`src/rtl/muldiv_sequencer.sv`:
```
// Sequences the shared multiplier/divider: one start pulse, bounded wait for done, then HI/LO write strobes.
// Latency: WRITE at acceptance + 3 + k, where k is the WAIT cycle in which done is first seen.
// Backpressure: op_ready only in IDLE; requests while busy are dropped, not queued.
module muldiv_sequencer #(
  parameter int TIMEOUT_CYCLES = 40,
  parameter int CNT_W          = 6
) (
  input  logic        clk,
  input  logic        reset,
  input  logic        op_valid,
  input  logic        op_sel,
  input  logic        abort,
  output logic        op_ready,
  output logic        busy,
  output logic        mult_start,
  input  logic        mult_done,
  input  logic [63:0] mult_result,
  output logic        div_start,
  input  logic        div_done,
  input  logic [31:0] div_quotient,
  input  logic [31:0] div_remainder,
  input  logic        div_by_zero,
  output logic        hi_write,
  output logic        lo_write,
  output logic [31:0] hi_data,
  output logic [31:0] lo_data,
  output logic        done,
  output logic        exc_div_zero,
  output logic        exc_timeout
);

  localparam logic [1:0] S_IDLE  = 2'd0;
  localparam logic [1:0] S_START = 2'd1;
  localparam logic [1:0] S_WAIT  = 2'd2;
  localparam logic [1:0] S_WRITE = 2'd3;

  localparam logic [CNT_W-1:0] CNT_LAST = CNT_W'(TIMEOUT_CYCLES - 1);

  logic [1:0]       state;
  logic [CNT_W-1:0] cnt;
  logic             sel_q;
  logic             unit_done;

  // Only the unit that was actually started may end the wait; the other one's done is noise.
  assign unit_done = sel_q ? div_done : mult_done;

  // Sequencer state, wait counter, latched operation and captured results.
  always_ff @(posedge clk or posedge reset) begin
    if (reset) begin
      state        <= S_IDLE;
      cnt          <= '0;
      sel_q        <= 1'b0;
      hi_data      <= '0;
      lo_data      <= '0;
      exc_div_zero <= 1'b0;
      exc_timeout  <= 1'b0;
    end else begin
      exc_div_zero <= 1'b0;
      exc_timeout  <= 1'b0;
      case (state)
        S_IDLE: begin
          if (op_valid) begin
            sel_q <= op_sel;
            state <= S_START;
          end
        end
        S_START: begin
          // The start pulse is already out this cycle; abort only skips the wait.
          cnt   <= '0;
          state <= abort ? S_IDLE : S_WAIT;
        end
        S_WAIT: begin
          if (abort) begin
            state <= S_IDLE;
          end else if (unit_done) begin
            if (sel_q && div_by_zero) begin
              exc_div_zero <= 1'b1;
              state        <= S_IDLE;
            end else begin
              if (sel_q) begin
                hi_data <= div_remainder;
                lo_data <= div_quotient;
              end else begin
                hi_data <= mult_result[63:32];
                lo_data <= mult_result[31:0];
              end
              state <= S_WRITE;
            end
          end else if (cnt == CNT_LAST) begin
            exc_timeout <= 1'b1;
            state       <= S_IDLE;
          end else begin
            cnt <= cnt + CNT_W'(1);
          end
        end
        S_WRITE: begin
          // Results are committed; abort has nothing left to cancel.
          state <= S_IDLE;
        end
        default: state <= S_IDLE;
      endcase
    end
  end

  assign op_ready   = (state == S_IDLE);
  assign busy       = (state != S_IDLE);
  assign mult_start = (state == S_START) && !sel_q;
  assign div_start  = (state == S_START) &&  sel_q;
  assign hi_write   = (state == S_WRITE);
  assign lo_write   = (state == S_WRITE);
  assign done       = (state == S_WRITE);

endmodule

```
`config.mk`:
```
export PLATFORM = sky130hd
export DESIGN_NAME = muldiv_sequencer
export DESIGN_NICKNAME = d
export VERILOG_FILES = /design/src/rtl/muldiv_sequencer.sv
export SDC_FILE = /design/constraint.sdc
export NUM_CORES = 1
export LEC_CHECK = 0
export BUFFER_PORTS_ARGS = -buffer_cell sky130_fd_sc_hd__buf_4
export CAP_MARGIN = 25
export CORE_AREA = 2 2 101 103
export DETAILED_ROUTE_END_ITERATION = 6
export DIE_AREA = 0 0 103 105
export HOLD_SLACK_MARGIN = 0.08
export MAX_ROUTING_LAYER = met4
export PLACE_DENSITY = 0.76
export REMOVE_ABC_BUFFERS = 1
export SETUP_SLACK_MARGIN = 0.1
export SYNTH_ARGS = -nofsm -noshare
export SYNTH_HDL_FRONTEND = slang
export SYNTH_SLANG_ARGS = --single-unit
```
`constraint.sdc`:
```
create_clock -name clk -period 2.4 [get_ports clk]
set_clock_uncertainty 0.1 [all_clocks]
set_input_delay 0.48 -clock clk [delete_from_list [all_inputs] [get_ports clk]]
set_output_delay 0.48 -clock clk [all_outputs]
set_load 0.02 [all_outputs]
```
======== Yosys cells after proc, flatten, opt, wreduce, memory -nomap -nowiden ========
Cells that the tools add are included.
Widths: inputs -> output; s select.
storage, ports and cells
  logic and storage cells ................. 52
  input port bits ......................... 136
  flip-flop bits (word level) ............. 75
  output and inout port bits .............. 73
cells by class
  reduce and logical (&&, ||, !) cells .... 11
  multiplexer cells ....................... 22
  add/sub/neg operators ................... 1
  bitwise logic cells ..................... 2
  equal/unequal tests ..................... 9
operators with widths
  kind                 count
  $mux 32              2
  $mux 6               3
  $mux 2               6
  $pmux 6 s2           1
  $mux 1               9
  $ne 2x2->1 const B   4
  $pmux 2 s4           1
  $reduce_and 4->1     2
  $add 6x1->6 const B  1
  $eq 6x6->1 const B   1
  $eq 2x2->1 const B   2
  $ne 4x4->1 const B   1
  $reduce_and 2->1     2
  $reduce_bool 2->1    2
  $logic_and 1x1->1    3
  $eq 2x1->1 const B   1
  $logic_not 2->1      1
  $not 1->1            2
  $logic_not 1->1      1

======== Depth between registers and ports, before layout ========
  depth after elaboration ................. 5
  gate-level depth with buffers ........... 6
  gate-level depth less buffers ........... 4

======== Worst setup path before layout ========
No wires, ideal clock.
  kind .................................... reg2out
  from .................................... register sel_q
  to ...................................... output port div_start
  path slack .............................. 0.616 ns
  arrival time ............................ 1.204 ns
  buffers on the path ..................... 3
  stages on the path, launching flop included .. 6
  cell sequence ........................... dfrtp_1 > buf_6 > buf_2 > buf_2 > inv_1 > nor2_1
on the way
  word-level cells in the longest chain between the ends .. 1
ends and longest elaborated chain
  what                      line  source
  start: declaration        41    logic sel_q;
  start signal: assignment  63    sel_q <= op_sel;
  $logic_and 1x1->1         108   assign div_start = (state == S_START) && sel_q;
  end: declaration          18    output logic div_start,
No other way between the ends.

======== Worst setup path after layout ========
Ends and elaborated chain as after synthesis.

==> run summary <==
The tools report the pin count of the biggest net entering global routing as 71. Clock latency on the worst-skew pair, taken at its later pin, is 0.34 ns. The tools report the required arrival time at the worst endpoint as 1.82 ns. The distinct cell type count after synthesis was 26. The tools report the number of H-tree levels as 3. The slew of the pin with the lowest slew margin is 0.504 ns. Setup repair after global routing left no endpoint under its margin. In the final layout, the share of cells above drive strength 1 is 75.8%. Setup violations remaining at the end of the flow were counted as 0. The wire length of the first global-routing pass is 14.3 mm.

The flip-flop and latch count after synthesis is 75, and the final weighted congestion in routability-driven placement is 0.742. The worst endpoint data arrival time is 1.46 ns, and the cell depth of the worst min-delay path is 2. The yosys synthesis warning count was 0. The total leakage power is 2.96 nW, and the via total after detailed routing is 2875. The count of pins over their slew limit is 0, and the number of buffers created by CTS is 9. For the first-pass iteration count of the detailed router, the log shows 4.

In this run the worst path has a maximum fanout of 33. The cts-stage hold buffer count was 1. The class of the tightest hold or removal check is in -> reg. The die width was 103 µm; the sequential fraction of the synthesis area was 48.4%.

Most prevalent standard cell on the critical path: buf_4. Summed over all instances, the cell type with the most area after synthesis is dfrtp_1. For the final global-route overflow total, the log shows 0. The critical path crosses 4 cells after its start point. The maximum achievable frequency was 0.489 GHz; the number of post-CTS setup repair buffers was 0. Relative to the synthesized area, the layout overhead comes to 48.5%.

The critical path goes through buf_4 > inv_1 > nor2_1 > buf_4. The logs give 0 for the final-report hold violation count and 40.2% for the initial core utilization. The synthesized area per cell was 14.6 µm²; the number of gates resized after CTS was 0.

The total of buffers placed on input and output ports came out at 208. Counting every instance in the synthesized netlist gives 265. For this design, the sink count on the clock tree is 75. In this run the core area contains 36 standard-cell rows. At the end of the flow, the number of nets in the layout was 609.

Dividing the final minimum period by the clock period gives 85.2%. The die is 105 µm tall. Power comes to 6.52 mW.

The number of global-route vias before repair is 2978. After the first detailed-routing iteration, the DRC count stood at 73. In this run the standard cell core region covers 9640 µm². On the critical path, the stage with the largest delay is an instance of dfrtp_2. The tools report the endpoint class of the critical path as an output port. The worst reg-to-reg path cell count works out to 4.

The tools report the peak supply drop as 0.000562 V. In the routed layout, each cell is associated on average with a via count of 4.72. The wire length per cell after detailed routing was 15.0 µm. The worst setup path is of the reg -> out kind.

TritonCTS built the clock tree. Total buffers and inverters traversed by the critical path: 3. In this run the tightest slew margin relative to its limit is 66.2%. Power spread over the standard cell area amounts to 1130 nW/µm².

The final wirelength is 9.15 mm. Cells fill 59.8% of the core in the end. In this design, the largest share of critical-path delay is due to buffers and inverters. Cell at the root of the clock tree: clkbuf_8. The flow ran to the end, and the final reports show no timing, DRC or antenna violations.

The global-route total usage across every layer came out at 17.3%. Most frequent standard cell in the layout excluding fill and tap cells: buf_4. The clock passes through at most 2 buffers. The die covers 10800 µm². Ranked by total cell area, the synthesized netlist is headed by dfrtp_1 48%, mux2_2 26%, mux2_4 15%, buf_6 1.7%, mux2i_1 1.3%. The share of the synthesized area in the top cell type is 48.4%, and the final cell count without fillers is 609. The repair_antennas step left the layout with diodes totalling 0. For this run, design rule violations remaining after detail routing come to 0. After layout, the minimum clock period comes to 2.04 ns. Setup total negative slack on the finished layout was measured at 0 ns.

Clock-pin slew was measured on the worst setup and hold paths at 0.08 ns. The tools report the number of antenna violations at the first check in global routing as 0. The delay contributed by the slowest stage of the critical path is 0.40 ns, and the total half-perimeter wirelength after legalization and detailed placement is 6.96 mm. The run gives 0.274 ns as the worst slack on hold paths. The library cells used most frequently in the layout, excluding fill and tap cells, are 210 x buf_4, 91 x mux2_2, 74 x dfrtp_1. The worst setup path is launched from a flop. Pin placement for this block handled 209 I/O pins. Counting tap cells, the placed design contains a total of 593 instances.

Summing every instance area after synthesis gives 3880 µm². Across the run, the number of max-cap violations was 0. The remaining number of nets flagged by the antenna check after routing came out at 0.
metal layers:
metal / global-route usage [%] / share of wire, %
met1: 21.1 / 41
met3: 3.61 / 6.9
met4: 5.83 / 1.8
met2: 28.5 / 50
met5: - / 0
Yosys cell counts:
master	count
mux2_2	91
dfrtp_1	75
mux2_4	39
nand2_1	9
buf_6	6
clkbuf_1	6
mux2i_1	5
buf_2	4
inv_1	4
nor2_1	4
nand3_1	3
buf_4	2
nand2b_1	2
nor4_1	2
o211ai_1	2
and2_1	1
and3_1	1
ha_1	1
nand3_2	1
nand4b_1	1
nor3_1	1
nor3b_2	1
o221a_2	1
o311ai_0	1
o31ai_1	1
or3b_1	1
state kept, by name, indices dropped and copies added (netlist names):
register      flops
hi_data          32
exc_timeout       1
exc_div_zero      1
state             2
cnt               6
lo_data          32
sel_q             1
power breakdown:
part           internal [mW]  total (mW)  switching [mW]
registers               1.81        2.13           0.324
logic                   1.89        3.45            1.57
clock network          0.501       0.936           0.435
total                   4.19        6.52            2.33
area by class of cell:
class,count,area (µm²)
Timing Repair Buffer,214,1650
Fill cell,827,3880
Tap cell,133,166
Multi-Input combinational cell,168,1870
Clock buffer,12,145
Sequential cell,75,1880
Clock inverter,3,40.0
Inverter,4,15.0
kinds of logic (layout without fill, tap and decap cells):
logic type	after synthesis	in the layout	synth area share, %
compound gates	5	5	1.10
mux	135	135	42.8
simple gates	27	27	3.77
flops	75	75	48.4
buf+inv	22	233	3.61
fa+ha+maj	1	1	0.323
per-stage QoR:
step | setup WS, ns | instance area (µm²)
final | 0.355 | 5760
after global routing | 0.244 | 5760
after CTS | 0.308 | 5760
after detailed placement | 0.434 | 5570
after global placement | 0.468 | 5570
after floorplan | -1.80 | 3750
worst paths after layout:
kind	from	endpoint	slack [ns]
max	sel_q$_DFFE_PP0P_	div_start	0.36
min	op_sel	sel_q$_DFFE_PP0P_	0.27
max reg2reg	sel_q$_DFFE_PP0P_	cnt[2]$_DFFE_PP0P_	0.48
min reg2reg	lo_data[23]$_DFFE_PP0P_	lo_data[23]$_DFFE_PP0P_	0.41
max in group asynchronous	reset	lo_data[11]$_DFFE_PP0P_	1.08
min in group asynchronous	reset	lo_data[19]$_DFFE_PP0P_	0.50
Power figures use the tool's default switching activity.
